==> src/rtl/video_timing_gen.sv <==
// Parametrised raster timing generator: sync pulses, visible/border/retrace flags,
// pixel/line counters and the scrolled framebuffer row for the scan doubler.
module video_timing_gen #(
  parameter int H_ACTIVE  = 640,
  parameter int H_FP      = 11,
  parameter int H_SYNC    = 56,
  parameter int H_BP      = 61,
  parameter int V_BORDER  = 32,
  parameter int V_PICTURE = 512,
  parameter int V_FP      = 21,
  parameter int V_SYNC    = 5,
  parameter int V_BP      = 22,
  parameter bit HSYNC_POL = 1'b0,
  parameter bit VSYNC_POL = 1'b0,
  parameter int HCNT_W    = 10,
  parameter int VCNT_W    = 10,
  parameter int FB_ROW_W  = 9
) (
  input  logic                clk24,
  input  logic                reset,
  input  logic                ce,
  input  logic [7:0]          video_scroll_reg,
  output logic                hsync,
  output logic                vsync,
  output logic                video_active,
  output logic                bordery,
  output logic                retrace,
  output logic [FB_ROW_W-1:0] fb_row,
  output logic [HCNT_W-1:0]   hcount,
  output logic [VCNT_W-1:0]   vcount,
  output logic                line_start,
  output logic                frame_start
);

  localparam int H_TOTAL   = H_ACTIVE + H_FP + H_SYNC + H_BP;
  localparam int V_VISIBLE = 2 * V_BORDER + V_PICTURE;
  localparam int V_TOTAL   = V_VISIBLE + V_FP + V_SYNC + V_BP;

  localparam bit PARAMS_OK = (H_SYNC >= 1) && (V_SYNC >= 1) && (H_ACTIVE >= 1) &&
                             (V_PICTURE >= 1) && (FB_ROW_W >= 8) &&
                             (H_TOTAL <= (1 << HCNT_W)) && (V_TOTAL <= (1 << VCNT_W));

  localparam logic [HCNT_W-1:0] H_LAST       = HCNT_W'(H_TOTAL - 1);
  localparam logic [HCNT_W-1:0] H_ACT_END    = HCNT_W'(H_ACTIVE);
  localparam logic [HCNT_W-1:0] H_SYNC_FIRST = HCNT_W'(H_ACTIVE + H_FP);
  localparam logic [HCNT_W-1:0] H_SYNC_LAST  = HCNT_W'(H_ACTIVE + H_FP + H_SYNC - 1);
  localparam logic [VCNT_W-1:0] V_LAST       = VCNT_W'(V_TOTAL - 1);
  localparam logic [VCNT_W-1:0] V_PIC_FIRST  = VCNT_W'(V_BORDER);
  localparam logic [VCNT_W-1:0] V_PIC_END    = VCNT_W'(V_BORDER + V_PICTURE);
  localparam logic [VCNT_W-1:0] V_VIS_END    = VCNT_W'(V_VISIBLE);
  localparam logic [VCNT_W-1:0] V_SYNC_FIRST = VCNT_W'(V_VISIBLE + V_FP);
  localparam logic [VCNT_W-1:0] V_SYNC_LAST  = VCNT_W'(V_VISIBLE + V_FP + V_SYNC - 1);

  if (!PARAMS_OK) begin : g_param_check
    $error("video_timing_gen: illegal timing or width parameters");
  end

  logic [HCNT_W-1:0]   r_hcount;
  logic [VCNT_W-1:0]   r_vcount;
  logic [FB_ROW_W-1:0] r_fb_row;
  logic                r_first;
  logic                r_hsync;
  logic                r_vsync;
  logic                r_active;
  logic                r_bordery;
  logic                r_retrace;
  logic                r_line_start;
  logic                r_frame_start;

  logic [HCNT_W-1:0]   w_hnext;
  logic [VCNT_W-1:0]   w_vnext;
  logic [FB_ROW_W-1:0] w_fb_load;
  logic [FB_ROW_W-1:0] w_fb_next;
  logic                w_line;
  logic                w_frame;
  logic                w_hsync_on;
  logic                w_vsync_on;
  logic                w_active;
  logic                w_bordery;
  logic                w_retrace;

  if (FB_ROW_W == 8) begin : g_fb8
    assign w_fb_load = video_scroll_reg;
  end else begin : g_fbn
    assign w_fb_load = {video_scroll_reg, {(FB_ROW_W-8){1'b1}}};
  end

  // Next raster position; the first enabled cycle after reset presents (0,0) itself
  always_comb begin
    w_hnext = r_hcount;
    w_vnext = r_vcount;
    if (r_first) begin
      w_hnext = '0;
      w_vnext = '0;
    end else if (r_hcount == H_LAST) begin
      w_hnext = '0;
      if (r_vcount == V_LAST) begin
        w_vnext = '0;
      end else begin
        w_vnext = r_vcount + VCNT_W'(1);
      end
    end else begin
      w_hnext = r_hcount + HCNT_W'(1);
      w_vnext = r_vcount;
    end
  end

  // Decode of the upcoming position so registered flags line up with the counters
  always_comb begin
    w_line     = (w_hnext == '0);
    w_frame    = (w_hnext == '0) && (w_vnext == '0);
    w_hsync_on = (w_hnext >= H_SYNC_FIRST) && (w_hnext <= H_SYNC_LAST);
    w_vsync_on = (w_vnext >= V_SYNC_FIRST) && (w_vnext <= V_SYNC_LAST);
    w_active   = (w_hnext < H_ACT_END) && (w_vnext < V_VIS_END);
    w_bordery  = (w_vnext < V_PIC_FIRST) || ((w_vnext >= V_PIC_END) && (w_vnext < V_VIS_END));
    w_retrace  = (w_vnext >= V_VIS_END);
    w_fb_next  = r_fb_row;
    if (!w_line) begin
      w_fb_next = r_fb_row;
    end else if (w_vnext == V_PIC_FIRST) begin
      w_fb_next = w_fb_load;
    end else begin
      w_fb_next = r_fb_row - FB_ROW_W'(1);
    end
  end

  // State and output registers; polarity is applied only here
  always_ff @(posedge clk24) begin
    if (reset) begin
      r_hcount      <= '0;
      r_vcount      <= '0;
      r_fb_row      <= '0;
      r_first       <= 1'b1;
      r_hsync       <= ~HSYNC_POL;
      r_vsync       <= ~VSYNC_POL;
      r_active      <= 1'b0;
      r_bordery     <= 1'b0;
      r_retrace     <= 1'b0;
      r_line_start  <= 1'b0;
      r_frame_start <= 1'b0;
    end else if (ce) begin
      r_hcount      <= w_hnext;
      r_vcount      <= w_vnext;
      r_fb_row      <= w_fb_next;
      r_first       <= 1'b0;
      r_hsync       <= w_hsync_on ? HSYNC_POL : ~HSYNC_POL;
      r_vsync       <= w_vsync_on ? VSYNC_POL : ~VSYNC_POL;
      r_active      <= w_active;
      r_bordery     <= w_bordery;
      r_retrace     <= w_retrace;
      r_line_start  <= w_line;
      r_frame_start <= w_frame;
    end else begin
      r_line_start  <= 1'b0;
      r_frame_start <= 1'b0;
    end
  end

  assign hcount       = r_hcount;
  assign vcount       = r_vcount;
  assign fb_row       = r_fb_row;
  assign hsync        = r_hsync;
  assign vsync        = r_vsync;
  assign video_active = r_active;
  assign bordery      = r_bordery;
  assign retrace      = r_retrace;
  assign line_start   = r_line_start;
  assign frame_start  = r_frame_start;

endmodule

==> config.mk <==
export PLATFORM = sky130hd
export DESIGN_NAME = video_timing_gen
export DESIGN_NICKNAME = d
export VERILOG_FILES = /design/src/rtl/video_timing_gen.sv
export SDC_FILE = /design/constraint.sdc
export NUM_CORES = 1
export LEC_CHECK = 0
export CAP_MARGIN = 10
export CORE_UTILIZATION = 40
export CTS_BUF_LIST = sky130_fd_sc_hd__clkbuf_16
export CTS_CLUSTER_DIAMETER = 50
export DETAILED_ROUTE_END_ITERATION = 12
export MAX_ROUTING_LAYER = met4
export PLACE_DENSITY = 0.65
export SYNTH_ARGS = -nofsm -noshare
export SYNTH_HDL_FRONTEND = slang
export SYNTH_SLANG_ARGS = --single-unit
==> constraint.sdc <==
create_clock -name clk24 -period 3.31 [get_ports clk24]
set_clock_uncertainty 0.2 [all_clocks]
set_input_delay 0.8275 -clock clk24 [delete_from_list [all_inputs] [get_ports clk24]]
set_output_delay 0.8275 -clock clk24 [all_outputs]
set_load 0.05 [all_outputs]
== Word level (Yosys, flattened, before mapping) ==
Index checks and enable logic that the tools add are counted.
Widths: inputs -> output; s select.
Operators by class
  bitwise operators: 1
  mux-type cells: 8
  $lt $le $gt $ge: 9
  add/sub/neg operators: 3
  reductions and logical operators: 10
  equal/unequal tests: 3
Operator list (number)
  $mux 10: 5
  $ge 10x10->1 const B: 4
  $add 10x1->10 const B: 2
  $eq 10x10->1 const B: 2
  $le 10x10->1 const B: 2
  $logic_not 10->1: 2
  $lt 10x10->1 const B: 2
  $eq 10x6->1 const B: 1
  $lt 10x6->1 const B: 1
  $mux 9: 1
  $sub 9x1->9 const B: 1
  $logic_and 1x1->1: 5
  $mux 1: 2
  $reduce_and 2->1: 1
  $reduce_or 2->1: 1
  $logic_or 1x1->1: 1
  $not 1->1: 1
Storage, ports and cells
  flip-flop bits (word level): 37
  input port bits: 11
  output and inout bits: 36

== Logic depth before layout (Yosys ltp) ==
  depth in word-level cells: 7
  gate-level depth with buffers: 11

== Worst setup path after synthesis ==
OpenSTA, ideal clock, no wires.
  path kind: register to register
  from: register r_hcount[1], in the netlist hcount[1]
  to: register r_fb_row[7], in the netlist fb_row[7]
  setup slack: 0.184 ns
  period minus slack after synthesis: 3.126 ns
  buffers on the path: 3
  data required time: 3.033 ns
  data arrival time: 2.850 ns
  cell stages (with the launch flop): 12
  path through: dfxtp_1 > ha_1 > and3_1 > buf_6 > and3_4 > buf_6 > nand4_2 > a31o_1 > and4_4 > buf_6 > or4_1 > a41oi_2
On the way
  longest elaborated chain between the ends: 5
Ends and longest elaborated chain
  start, declared: RTL line 58  | logic [HCNT_W-1:0] r_hcount;
  start signal, assigned: RTL line 142  | r_hcount <= w_hnext;
  $add 10x1->10 or $eq 10x10->1 (tied branches): RTL line 103, 95
  $mux 10: RTL line 95  | end else if (r_hcount == H_LAST) begin
  $mux 10: RTL line 92  | if (r_first) begin
  $logic_not 10->1 or $eq 10x6->1 (tied branches): RTL line 110, 120
  $reduce_and 2->1 (no line) or $mux 9 (tied branches)
  end signal, assigned: RTL line 144  | r_fb_row <= w_fb_next;
  end, declared: RTL line 60  | logic [FB_ROW_W-1:0] r_fb_row;
Several ways; a longest one is shown, not always the timed one.
A chain may end at the register's enable or synchronous reset.

== Final worst setup path ==
Same ends and word-level chain as after synthesis.

==> flow_summary.json <==
{
  "vias": 2796,
  "grt_overflow": 0,
  "cp-end-kind": "flip-flop",
  "power.internal_mw": 0.8273,
  "drt_first_pass_iters": 4,
  "cts_sinks": 37,
  "holdBufCountCts": 0,
  "routed_via_density": 5.862,
  "ir_worst_vdd_mv": 0.2101,
  "initial_core_util_pct": 41.28,
  "setup_tns_ns": 0,
  "num_io_pins": 47,
  "cts-buffers-inserted": 5,
  "synth_top_area_share_pct": 28.26,
  "p_leak_nw": 1.162,
  "cp-start-kind": "flip-flop",
  "drtIter0Drc": 175,
  "synth-seq-cells": 37,
  "grt_first_pass_wirelength_um": 12480,
  "worst_slew_pin_slew_ns": 0.5412,
  "die_w_um": 82.95,
  "slew_headroom_pct": 62.98,
  "maxSlewViolCount": 0,
  "netlist_area_um2": 2621,
  "ant_nets": 0,
  "async_flop_share_pct": 0,
  "post-cts-setup-buffers": 0,
  "synth_edf_count": 0,
  "r2r_slack_ns": 0.29,
  "synth_nets": 373,
  "hold_viol_final": 0,
  "pwr-share-comb_pct": 20.9,
  "cts-root-buf": "clkbuf_16",
  "rr_startpoint": "hcount[1]",
  "grt_use_total_pct": 22.57,
  "seq_area_frac_synth_pct": 28.26,
  "fmax_mhz": 331.4,
  "cts_tree": "yes",
  "cap_viol_max_count": 0,
  "final.period_utilization_pct": 91.16,
  "antenna_found_initial": 0,
  "finalSetupViolCount": 0,
  "area_growth_pct": 25.25,
  "wire_per_inst_um": 15.84,
  "routed_wl_um": 7555,
  "clk_pin_slew_ns": 0.06,
  "critPathKind": "reg -> reg",
  "synth_warnings": 0,
  "worstRegToRegCells": 8,
  "hold_start": "video_active",
  "worstReg2RegEnd": "fb_row[7]",
  "crit_chain": "ha_1, and3_1, a31oi_1, o211ai_1, o21ai_1, or2_1, or4_1, a41oi_2",
  "layout_min_cycle_time_ns": 3.018,
  "dpl.hpwl_um": 5412,
  "pwr-share-seq_pct": 41.3,
  "final_nets": 414,
  "hold_depth": 2,
  "synth.area.top_cells": "dfxtp_1 (28%), a21oi_1 (5.7%), nand2_1 (5.2%)",
  "diodes": 0,
  "cp.arrival_ns": 3.02,
  "layout-drive-gt1-share_pct": 8.000,
  "drc": 0,
  "gp_congestion": 0.9169,
  "first_global_vias": 2565,
  "synthCells": 359,
  "port_buffers": 46,
  "holdPathEnd": "video_active",
  "critPathRequiredTime_ns": 3.32,
  "dieArea_um2": 6881,
  "htreeDepth": 2,
  "grt_max_degree": 21,
  "switching_share_pct": 30.18,
  "yosysTopAreaCell": "dfxtp_1",
  "die_y_um": 82.95,
  "cts_resized": 0,
  "clk_latency_ns": 0.28,
  "cp-startpoint": "hcount[1]",
  "core-area_um2": 6350,
  "yosysMostFrequentCell": "dfxtp_1",
  "rsz0062_at_grt": "no",
  "yosysUniqueCellTypes": 62,
  "fp-row-count": 29,
  "status": "completed",
  "power_switching_mw": 0.3576,
  "max_stage_delay_ns": 0.53,
  "clk_path_buf_depth": 2,
  "ys.flop_type": "dfxtp_1",
  "crit_fanout": 9,
  "ys_top_cells_by_count": "dfxtp_1 (37), nand2_1 (36), nor2_1 (36)",
  "powerDensity_nw_per_um2": 360.9,
  "critPathSlowestCell": "or4_1",
  "clkPwrFrac_pct": 37.8,
  "post-route-util_pct": 51.70,
  "min_path_type": "reg -> reg",
  "avgSynthCellArea_um2": 7.302
}
cells by family (layout without fill, tap and decap cells):
kind of cell | Yosys count | count (layout) | synth area share, %
muxes | 8 | 8 | 3.055
adders and majority gates | 3 | 3 | 1.432
DFF | 37 | 37 | 28.26
and+or+nand+nor | 171 | 171 | 34.89
xor gates and xnor gates | 10 | 10 | 3.342
buffers and inverters | 41 | 82 | 7.589
AOI/OAI and AO/OA | 89 | 89 | 21.43
cell usage in the layout, fill, tap and decap left out, types with 4 or more instances in the layout:
cell	instances
o21ai_1	4
nand2_1	36
a31oi_1	6
nand3_1	19
buf_4	16
and3_1	5
nand4_1	11
xnor2_1	7
inv_1	13
nand2b_1	4
clkdlybuf4s50_1	46
o21ai_0	16
or3_1	6
dfxtp_1	37
nor4_1	6
nor3_1	21
mux2i_1	8
a21oi_1	30
clkbuf_16	5
nor2_1	35
worst max-delay path: cells and delay by family, from the launching register on:
family                   cells  cell delay (ns)
AO/OA/AOI/OAI                4             0.88
AND/OR/NAND/NOR              3             1.16
adder cells (fa/ha/maj)      1             0.31
flip-flops                   1             0.40
worst max-delay path by stage:
stage / to / slack (ns) / cells past startpoint
after floorplan: fb_row[7] / 0.18 / 11
after global placement: fb_row[5] / 0.44 / 8
after detailed placement: fb_row[6] / 0.27 / 8
after CTS: fb_row[6] / 0.27 / 8
after global routing: fb_row[7] / 0.09 / 8
final: fb_row[7] / 0.29 / 8
per-stage QoR:
stage / setup slack [ns] / hold WS (ns) / power (mW) / area (um^2) / cells
2_1_floorplan: 0.1837 / 0.4677 / 0.6624 / 2621 / 359
3_3_place_gp: 0.4402 / 0.2532 / 0.7441 / 3148 / 470
3_5_place_dp: 0.2742 / 0.2642 / 0.7442 / 3148 / 470
4_1_cts: 0.2742 / 0.2721 / 1.193 / 3281 / 477
5_1_grt: 0.08660 / 0.3015 / 1.244 / 3283 / 477
6_report: 0.2925 / 0.2668 / 1.185 / 3283 / 477
routing by layer:
metal	GRT usage, %	vias to the layer above	wire length (um)
met5	-	-	0
met4	6.897	0	90
met3	4.573	10	469
met2	34.72	109	3350
met1	29.84	1281	3645
li1	-	1396	-
area by class of cell:
cell class	instances	area, um^2
fillers	635	3067
clock inverters	2	7.507
flip-flops and latches	37	740.7
inverters	13	48.80
multi-input cells	281	1684
clock buffers	5	125.1
well taps	77	96.34
repair buffers	62	580.6
power by group through the flow:
| stage | Clock, mW | Combinational (mW) | Sequential [mW] |
|---|---|---|---|
| floorplan | 0 | 0.106 | 0.556 |
| global placement | 0 | 0.246 | 0.498 |
| detailed placement | 0 | 0.245 | 0.499 |
| CTS | 0.457 | 0.246 | 0.489 |
| global route | 0.483 | 0.267 | 0.493 |
| finish | 0.448 | 0.247 | 0.490 |
Note: power is estimated with default switching activity, not from simulation.
